[src/rtl/mem_arbiter_pkg.sv]
// Shared constants and state encoding for the fetch/data memory arbiter.
// Imported by the arbiter and its latency counter.
package mem_arbiter_pkg;

    localparam int WORD_SIZE = 16;
    localparam int CNT_W     = 4;

    typedef enum logic [1:0] {
        IDLE   = 2'd0,
        BUSY_I = 2'd1,
        BUSY_D = 2'd2,
        DONE   = 2'd3
    } state_t;

endpackage

[src/rtl/mem_arbiter_latency_counter.sv]
// Loadable down-counter timing one memory access.
// Stops at zero and flags it.
module latency_counter
    import mem_arbiter_pkg::*;
(
    input  logic             clk,
    input  logic             reset_n,
    input  logic             load,
    input  logic [CNT_W-1:0] load_val,
    input  logic             enable,
    output logic             zero
);

    logic [CNT_W-1:0] cnt;

    always_ff @(posedge clk or negedge reset_n) begin
        if (!reset_n) begin
            cnt <= '0;
        end else if (load) begin
            cnt <= load_val;
        end else if (enable && cnt != '0) begin
            cnt <= cnt - 1'b1;
        end
    end

    assign zero = (cnt == '0);

endmodule

[src/rtl/mem_arbiter.sv]
// Two-port (fetch/data) arbiter in front of one fixed-latency memory port.
// Data has priority; a starvation counter forces a fetch after two data grants.
module mem_arbiter #(
    parameter int WORD_SIZE = mem_arbiter_pkg::WORD_SIZE,
    parameter int LATENCY   = 2
) (
    input  logic                 clk,
    input  logic                 reset_n,
    input  logic                 if_req,
    input  logic [WORD_SIZE-1:0] if_addr,
    output logic                 if_ack,
    output logic [WORD_SIZE-1:0] if_rdata,
    input  logic                 d_req,
    input  logic                 d_we,
    input  logic [WORD_SIZE-1:0] d_addr,
    input  logic [WORD_SIZE-1:0] d_wdata,
    output logic                 d_ack,
    output logic [WORD_SIZE-1:0] d_rdata,
    output logic                 mem_read,
    output logic                 mem_write,
    output logic [WORD_SIZE-1:0] mem_addr,
    output logic [WORD_SIZE-1:0] mem_wdata,
    input  logic [WORD_SIZE-1:0] mem_rdata,
    output logic                 busy
);

    import mem_arbiter_pkg::*;

    localparam logic [CNT_W-1:0] LOAD_VAL = CNT_W'(LATENCY - 1);

    state_t               state;
    state_t               next_state;
    logic [WORD_SIZE-1:0] addr_q;
    logic [WORD_SIZE-1:0] wdata_q;
    logic                 we_q;
    logic                 gnt_d_q;
    logic [1:0]           starve_q;
    logic                 fetch_wins;
    logic                 accept;
    logic                 in_busy;
    logic                 zero;

    // Fetch only beats a pending data request once it has lost twice.
    assign fetch_wins = if_req && (!d_req || starve_q == 2'd2);
    assign in_busy    = (state == BUSY_I) || (state == BUSY_D);

    always_comb begin
        next_state = state;
        accept     = 1'b0;
        unique case (state)
            IDLE: begin
                if (if_req || d_req) begin
                    accept     = 1'b1;
                    next_state = fetch_wins ? BUSY_I : BUSY_D;
                end
            end
            BUSY_I, BUSY_D: begin
                if (zero) begin
                    next_state = DONE;
                end
            end
            DONE: next_state = IDLE;
        endcase
    end

    latency_counter u_cnt (
        .clk      (clk),
        .reset_n  (reset_n),
        .load     (accept),
        .load_val (LOAD_VAL),
        .enable   (in_busy),
        .zero     (zero)
    );

    always_ff @(posedge clk or negedge reset_n) begin
        if (!reset_n) begin
            state    <= IDLE;
            addr_q   <= '0;
            wdata_q  <= '0;
            we_q     <= 1'b0;
            gnt_d_q  <= 1'b0;
            starve_q <= 2'd0;
        end else begin
            state <= next_state;
            if (accept) begin
                gnt_d_q <= !fetch_wins;
                addr_q  <= fetch_wins ? if_addr : d_addr;
                we_q    <= !fetch_wins && d_we;
                wdata_q <= fetch_wins ? '0 : d_wdata;
                if (fetch_wins) begin
                    starve_q <= 2'd0;
                end else if (if_req && starve_q != 2'd2) begin
                    starve_q <= starve_q + 2'd1;
                end
            end
        end
    end

    always_ff @(posedge clk or negedge reset_n) begin
        if (!reset_n) begin
            if_rdata <= '0;
            d_rdata  <= '0;
        end else if (in_busy && zero) begin
            if (state == BUSY_I) begin
                if_rdata <= mem_rdata;
            end else if (!we_q) begin
                d_rdata <= mem_rdata;
            end
        end
    end

    assign busy      = (state != IDLE);
    assign mem_read  = in_busy && !we_q;
    assign mem_write = in_busy && we_q;
    assign mem_addr  = in_busy ? addr_q : '0;
    assign mem_wdata = in_busy ? wdata_q : '0;
    assign if_ack    = (state == DONE) && !gnt_d_q;
    assign d_ack     = (state == DONE) && gnt_d_q;

endmodule

[config.mk]
export PLATFORM = sky130hd
export DESIGN_NAME = mem_arbiter
export DESIGN_NICKNAME = d
export VERILOG_FILES = /design/src/rtl/mem_arbiter_pkg.sv /design/src/rtl/mem_arbiter_latency_counter.sv /design/src/rtl/mem_arbiter.sv
export SDC_FILE = /design/constraint.sdc
export NUM_CORES = 1
export LEC_CHECK = 0
export BUFFER_PORTS_ARGS = -buffer_cell sky130_fd_sc_hd__buf_2
export CORE_MARGIN = 2
export CORE_UTILIZATION = 40
export CTS_BUF_LIST = sky130_fd_sc_hd__clkbuf_8
export DETAILED_ROUTE_END_ITERATION = 6
export PLACE_DENSITY = 0.68
export RECOVER_POWER = 100
export SLEW_MARGIN = 20
export SYNTH_ARGS = -nofsm -noshare
export SYNTH_HDL_FRONTEND = slang
export SYNTH_SLANG_ARGS = --single-unit
[constraint.sdc]
create_clock -name clk -period 2.4 [get_ports clk]
set_input_delay 0.48 -clock clk [delete_from_list [all_inputs] [get_ports clk]]
set_output_delay 0.48 -clock clk [all_outputs]
set_load 0.02 [all_outputs]
; ---- Word-level counts from Yosys, hierarchy flattened
; Cells that the tools add are included.
[totals]
out_inout_bits = 69
romBits = 0
input_bits = 69
elab_cells = 61
latchBits = 0
regBits = 74
mem_count = 0
ramBits = 0
[op_classes]
order_cmp = 0
n_div = 0
n_reduce_logical = 27
n_eq_ne = 7
addsub = 2
n_bitwise = 2
shift = 0
mul = 0
n_mux = 14
[ops]
columns = operator, n
row1 = 2-to-1 mux 16 bit, 4
row2 = 2-to-1 mux 2 bit, 5
row3 = logical AND 1 bit, 9
row4 = 2-to-1 mux 4 bit, 2
row5 = equality test 2 bit (second input constant), 3
row6 = inequality test 2 bit (second input constant), 3
row7 = one-hot mux 2 bit (3 select lines), 1
row8 = AND reduction 2 bit, 3
row9 = nonzero test 2 bit, 3
row10 = zero test 1 bit, 4
row11 = zero test 4 bit, 1
row12 = nonzero test 4 bit, 1
row13 = subtractor 4 x 1 -> 4 bit (second input constant), 1
row14 = logical OR 1 bit, 3
row15 = AND reduction 3 bit, 1
row16 = adder 2 x 1 -> 2 bit (second input constant), 1
row17 = equality test 2 x 1 -> 1 bit (second input constant), 1
row18 = zero test 2 bit, 1
row19 = 2-to-1 mux 1 bit, 2
row20 = NOT 1 bit, 2
row21 = OR reduction 2 bit, 1

; ---- Depth between registers and ports, before layout
[logic_depth]
depth_word = 6
mapped_depth = 8
depth_no_buf = 5

; ---- Cells and area by module
; A second synthesis with hierarchy kept.
[hier_totals]
cells_unflattened = 298
hier_area_um2 = 3503.4
[by_module_without_submodules]
columns = mod, instances, seq_area_each_um2, cells_each, area_each_um2
row1 = mem_arbiter, 1, 1751.7, 271, 3233.1
row2 = latency_counter, 1, 100.1, 27, 270.3

; ---- Worst setup path after synthesis
; Ideal clock, no wire load.
[synth_path]
kind = register -> register
startpoint = register state[0]
endpoint = register d_rdata[0]
path_buffers = 2
period_less_slack_ns = 2.238
slack_ns = 0.162
t_arrival_ns = 2.113
path_stages_with_launch = 8
setup_ns = 0.125
required_ns = 2.275
path_cell_list = dfrtp_1 -> inv_1 -> ha_1 -> nor2b_1 -> or3b_1 -> buf_6 -> buf_12 -> mux2_4
[synth_via]
elab_chain_cells = 4
elab_cells_between_ends = 6
classes_between = eq/ne: 2 / bitwise: 1 / reduce/logical: 3
[synth_lines]
columns = item, line
row1 = start: declaration, mem_arbiter.sv:31  ; state_t state;
row2 = start signal: assignment, mem_arbiter.sv:84  ; state <= next_state;
row3 = equality test 2 x 1 -> 1 bit or equality test 2 bit (tied branches), "mem_arbiter.sv:45, mem_arbiter.sv:104"
row4 = logical OR 1 bit, mem_arbiter.sv:45  ; assign in_busy = (state == BUSY_I) || (state == BUSY_D);
row5 = logical AND 1 bit, mem_arbiter.sv:103  ; end else if (in_busy && zero) begin
row6 = AND reduction 3 bit (no line) *, n/a
row7 = end signal: assignment, mem_arbiter.sv:107  ; d_rdata <= mem_rdata;
row8 = end: declaration, mem_arbiter.sv:18  ; output logic [WORD_SIZE-1:0] d_rdata,
; Mark *: on every way between the ends. The rest lies on a longest branch, timed or not.
; A chain may end at the register's enable or synchronous reset.

; ---- Worst setup path in the final report
[layout_path]
startpoint = register state[0]
endpoint = output port mem_wdata[14]
[layout_via]
elab_chain_cells = 3
elab_cells_between_ends = 4
classes_between = eq/ne: 2 / mux: 1 / reduce/logical: 1
[layout_lines]
columns = item, line
row1 = equality test 2 x 1 -> 1 bit or equality test 2 bit (tied branches), mem_arbiter.sv:45
row2 = logical OR 1 bit *, mem_arbiter.sv:45
row3 = 2-to-1 mux 16 bit *, mem_arbiter.sv:116  ; assign mem_wdata = in_busy ? wdata_q : '0;
row4 = end: declaration, mem_arbiter.sv:22  ; output logic [WORD_SIZE-1:0] mem_wdata,
; Marks and branches as above.

==> qor.yml <==
worstPathMaxFanout: 43
synth_nets: 375
ctsHoldBuffers: 0
gr-total-overflow: 0
viasPerCell: 5.20
cap_viol_max_count: 0
antenna_cells: 0
fin_nets: 513
rows: 33
cts_tree: "built"
min_period_ps: 2270
routedWlPerCell_um: 15.0
dieArea_um2: 9260
synth.yosys.warnings: 0
ys_ff_latch: 74
vias: 2848
crit_path_cell_trace: "inv_1 -> ha_1 -> buf_6 -> and2_1 -> clkbuf_1"
finalSetupTns_ps: 0
cp_slowest_cell: "dfrtp_1"
final_max_slew_viol_count: 0
seqCellArea_um2: 1850
setup_viol: 0
synth_seq_area_share: 0.545
cts_max_path_buffers: 2
grt_pass1_vias: 2710
pre_cts_slack_ps: 359
slowest_delay_ps: 410
p_leak_nw: 2.02
clkLatencyLatePin_ps: 330
wl_mm: 8.23
grt_pass1_wl_mm: 12.7
cts_root_buf: "clkbuf_8"
clock_skew_ps: 7.99
htree_num_levels: 3
slew_headroom: 0.258
grt_max_degree: 44
multi_input_area_um2: 1370
p_per_area_nw_per_um2: 1530
setup.worst_path.end_class: "output pin"
final_common_cell: "buf_2"
cp_num_buf_inv: 3
cp-start-kind: "register"
grtUsageTotal: 0.177
antenna_found_initial: 0
syn-cell-area_um2: 3400
cts_num_sinks: 74
cp.required_ps: 1920
rsz0062_at_grt: "no"
crit_arrival_ps: 1790
fin_util: 0.523
syn_avg_cell_area_um2: 11.3
syn_inst: 300
start_util: 0.414
drtIter0Drc: 85
layout-drive-gt1-share: 0.305
min_path_type: "in -> async"
cts_buffers: 9
postRouteAntennaNets: 0
synth_cell_types: 34
most-common-layout-cells: "buf_2 (83), dfrtp_1 (74), clkbuf_1 (52), and2_1 (32), mux2_2 (22)"
status: "complete, no violations"
dp_hpwl_mm: 5.84
fillers: 785
cp_top_family: "buffers and inverters"
peakVddDrop_uv: 719
port_buffers: 137
clk_pin_slew_ps: 80
worst_pin_slew_ps: 1110
syn_to_final_growth_pct: 26.3
coreArea_um2: 8220
chipHeight_um: 96.2
drcViolationCount: 0
crit_type: "reg -> out"
die_w_um: 96.2
fin_ws_ps: 127
gp_congestion: 0.711
hold_violations: 0
firstDrtPassIters: 4
period_share: 0.947
ioPinCount: 138
max_freq_mhz: 440
p_total_mw: 6.57
## synth_stat cells (all sizes together)
cell	number	share of area
a211o	1	0.0026
a211oi	1	0.0022
a21oi	21	0.031
a22o	17	0.044
a22oi	1	0.0022
a311oi	1	0.0026
a31oi	18	0.033
and2	35	0.064
and3	1	0.0018
buf	6	0.015
clkbuf	18	0.020
dfrtp	74	0.54
ha	6	0.022
inv	8	0.0088
mux2	32	0.12
nand2	7	0.0077
nand2b	1	0.0018
nand3	1	0.0015
nand4	1	0.0018
nor2	19	0.021
nor2b	3	0.0055
nor4b	2	0.0052
o21a	1	0.0022
o21ai	20	0.029
o22a	1	0.0026
o31a	1	0.0026
o31ai	1	0.0022
or3b	2	0.0052
## metal layers
layer	track usage	wire length (um)	up-vias
met5	0	0	-
met4	0.0690	107	0
met3	0.0415	818	11
met2	0.288	3570	146
met1	0.229	3740	1351
li1	-	-	1340
## stage by stage
step	instance area (um^2)	cells	hold WS, ps
2_1_floorplan	3400	300	184
3_3_place_gp	4220	532	472
3_5_place_dp	4220	532	483
4_1_cts	4420	548	129
5_1_grt	4290	548	331
6_report	4290	548	302
## final cells by class
type / count / share of cell area
flip-flops and latches: 74 / 0.431
repair buffers: 151 / 0.168
well taps: 105 / 0.0306
multi-input cells: 194 / 0.318
clock inverters: 6 / 0.0137
inverters: 8 / 0.00699
clock buffers: 10 / 0.0321
## sequential cells by signal, summed over array words and instances, names as in the netlist
register / flops
gnt_d_q: 1
we_q: 1
wdata_q: 16
state: 2
starve_q: 2
addr_q: 16
d_rdata: 16
u_cnt.cnt: 4
if_rdata: 16
## final timing paths
path | from | depth (start not counted) | slack (ps) | to
max reg2reg | state[0] | 8 | 200 | wdata_q[13]
max | state[0] | 5 | 130 | mem_wdata[14]
min reg2reg | d_rdata[13] | 1 | 500 | d_rdata[13]
min | reset_n | 1 | 300 | d_rdata[1]
max in group asynchronous | reset_n | 2 | 480 | we_q
min in group clk | d_wdata[2] | 2 | 350 | wdata_q[2]
## cell families after synthesis
logic type	share of synthesized area
flops	0.545
mux	0.117
buf+inv	0.0441
simple gates	0.116
fa+ha+maj	0.0221
compound gates	0.156
## report_power, final
group | switching (mW) | total (mW) | internal [mW]
Sequential | 0.328 | 2.19 | 1.86
Clock | 0.442 | 0.943 | 0.501
Combinational | 2.14 | 3.44 | 1.30
Total | 2.91 | 6.57 | 3.66
## what timing repair did
action                                  in CTS  in global routing
endpoints found under the setup margin       0                  1
resized for setup                            0                  1
hold endpoints to repair                     0                  0
setup buffers                                0                  0
No activity file was read; power rests on OpenSTA's default activity.
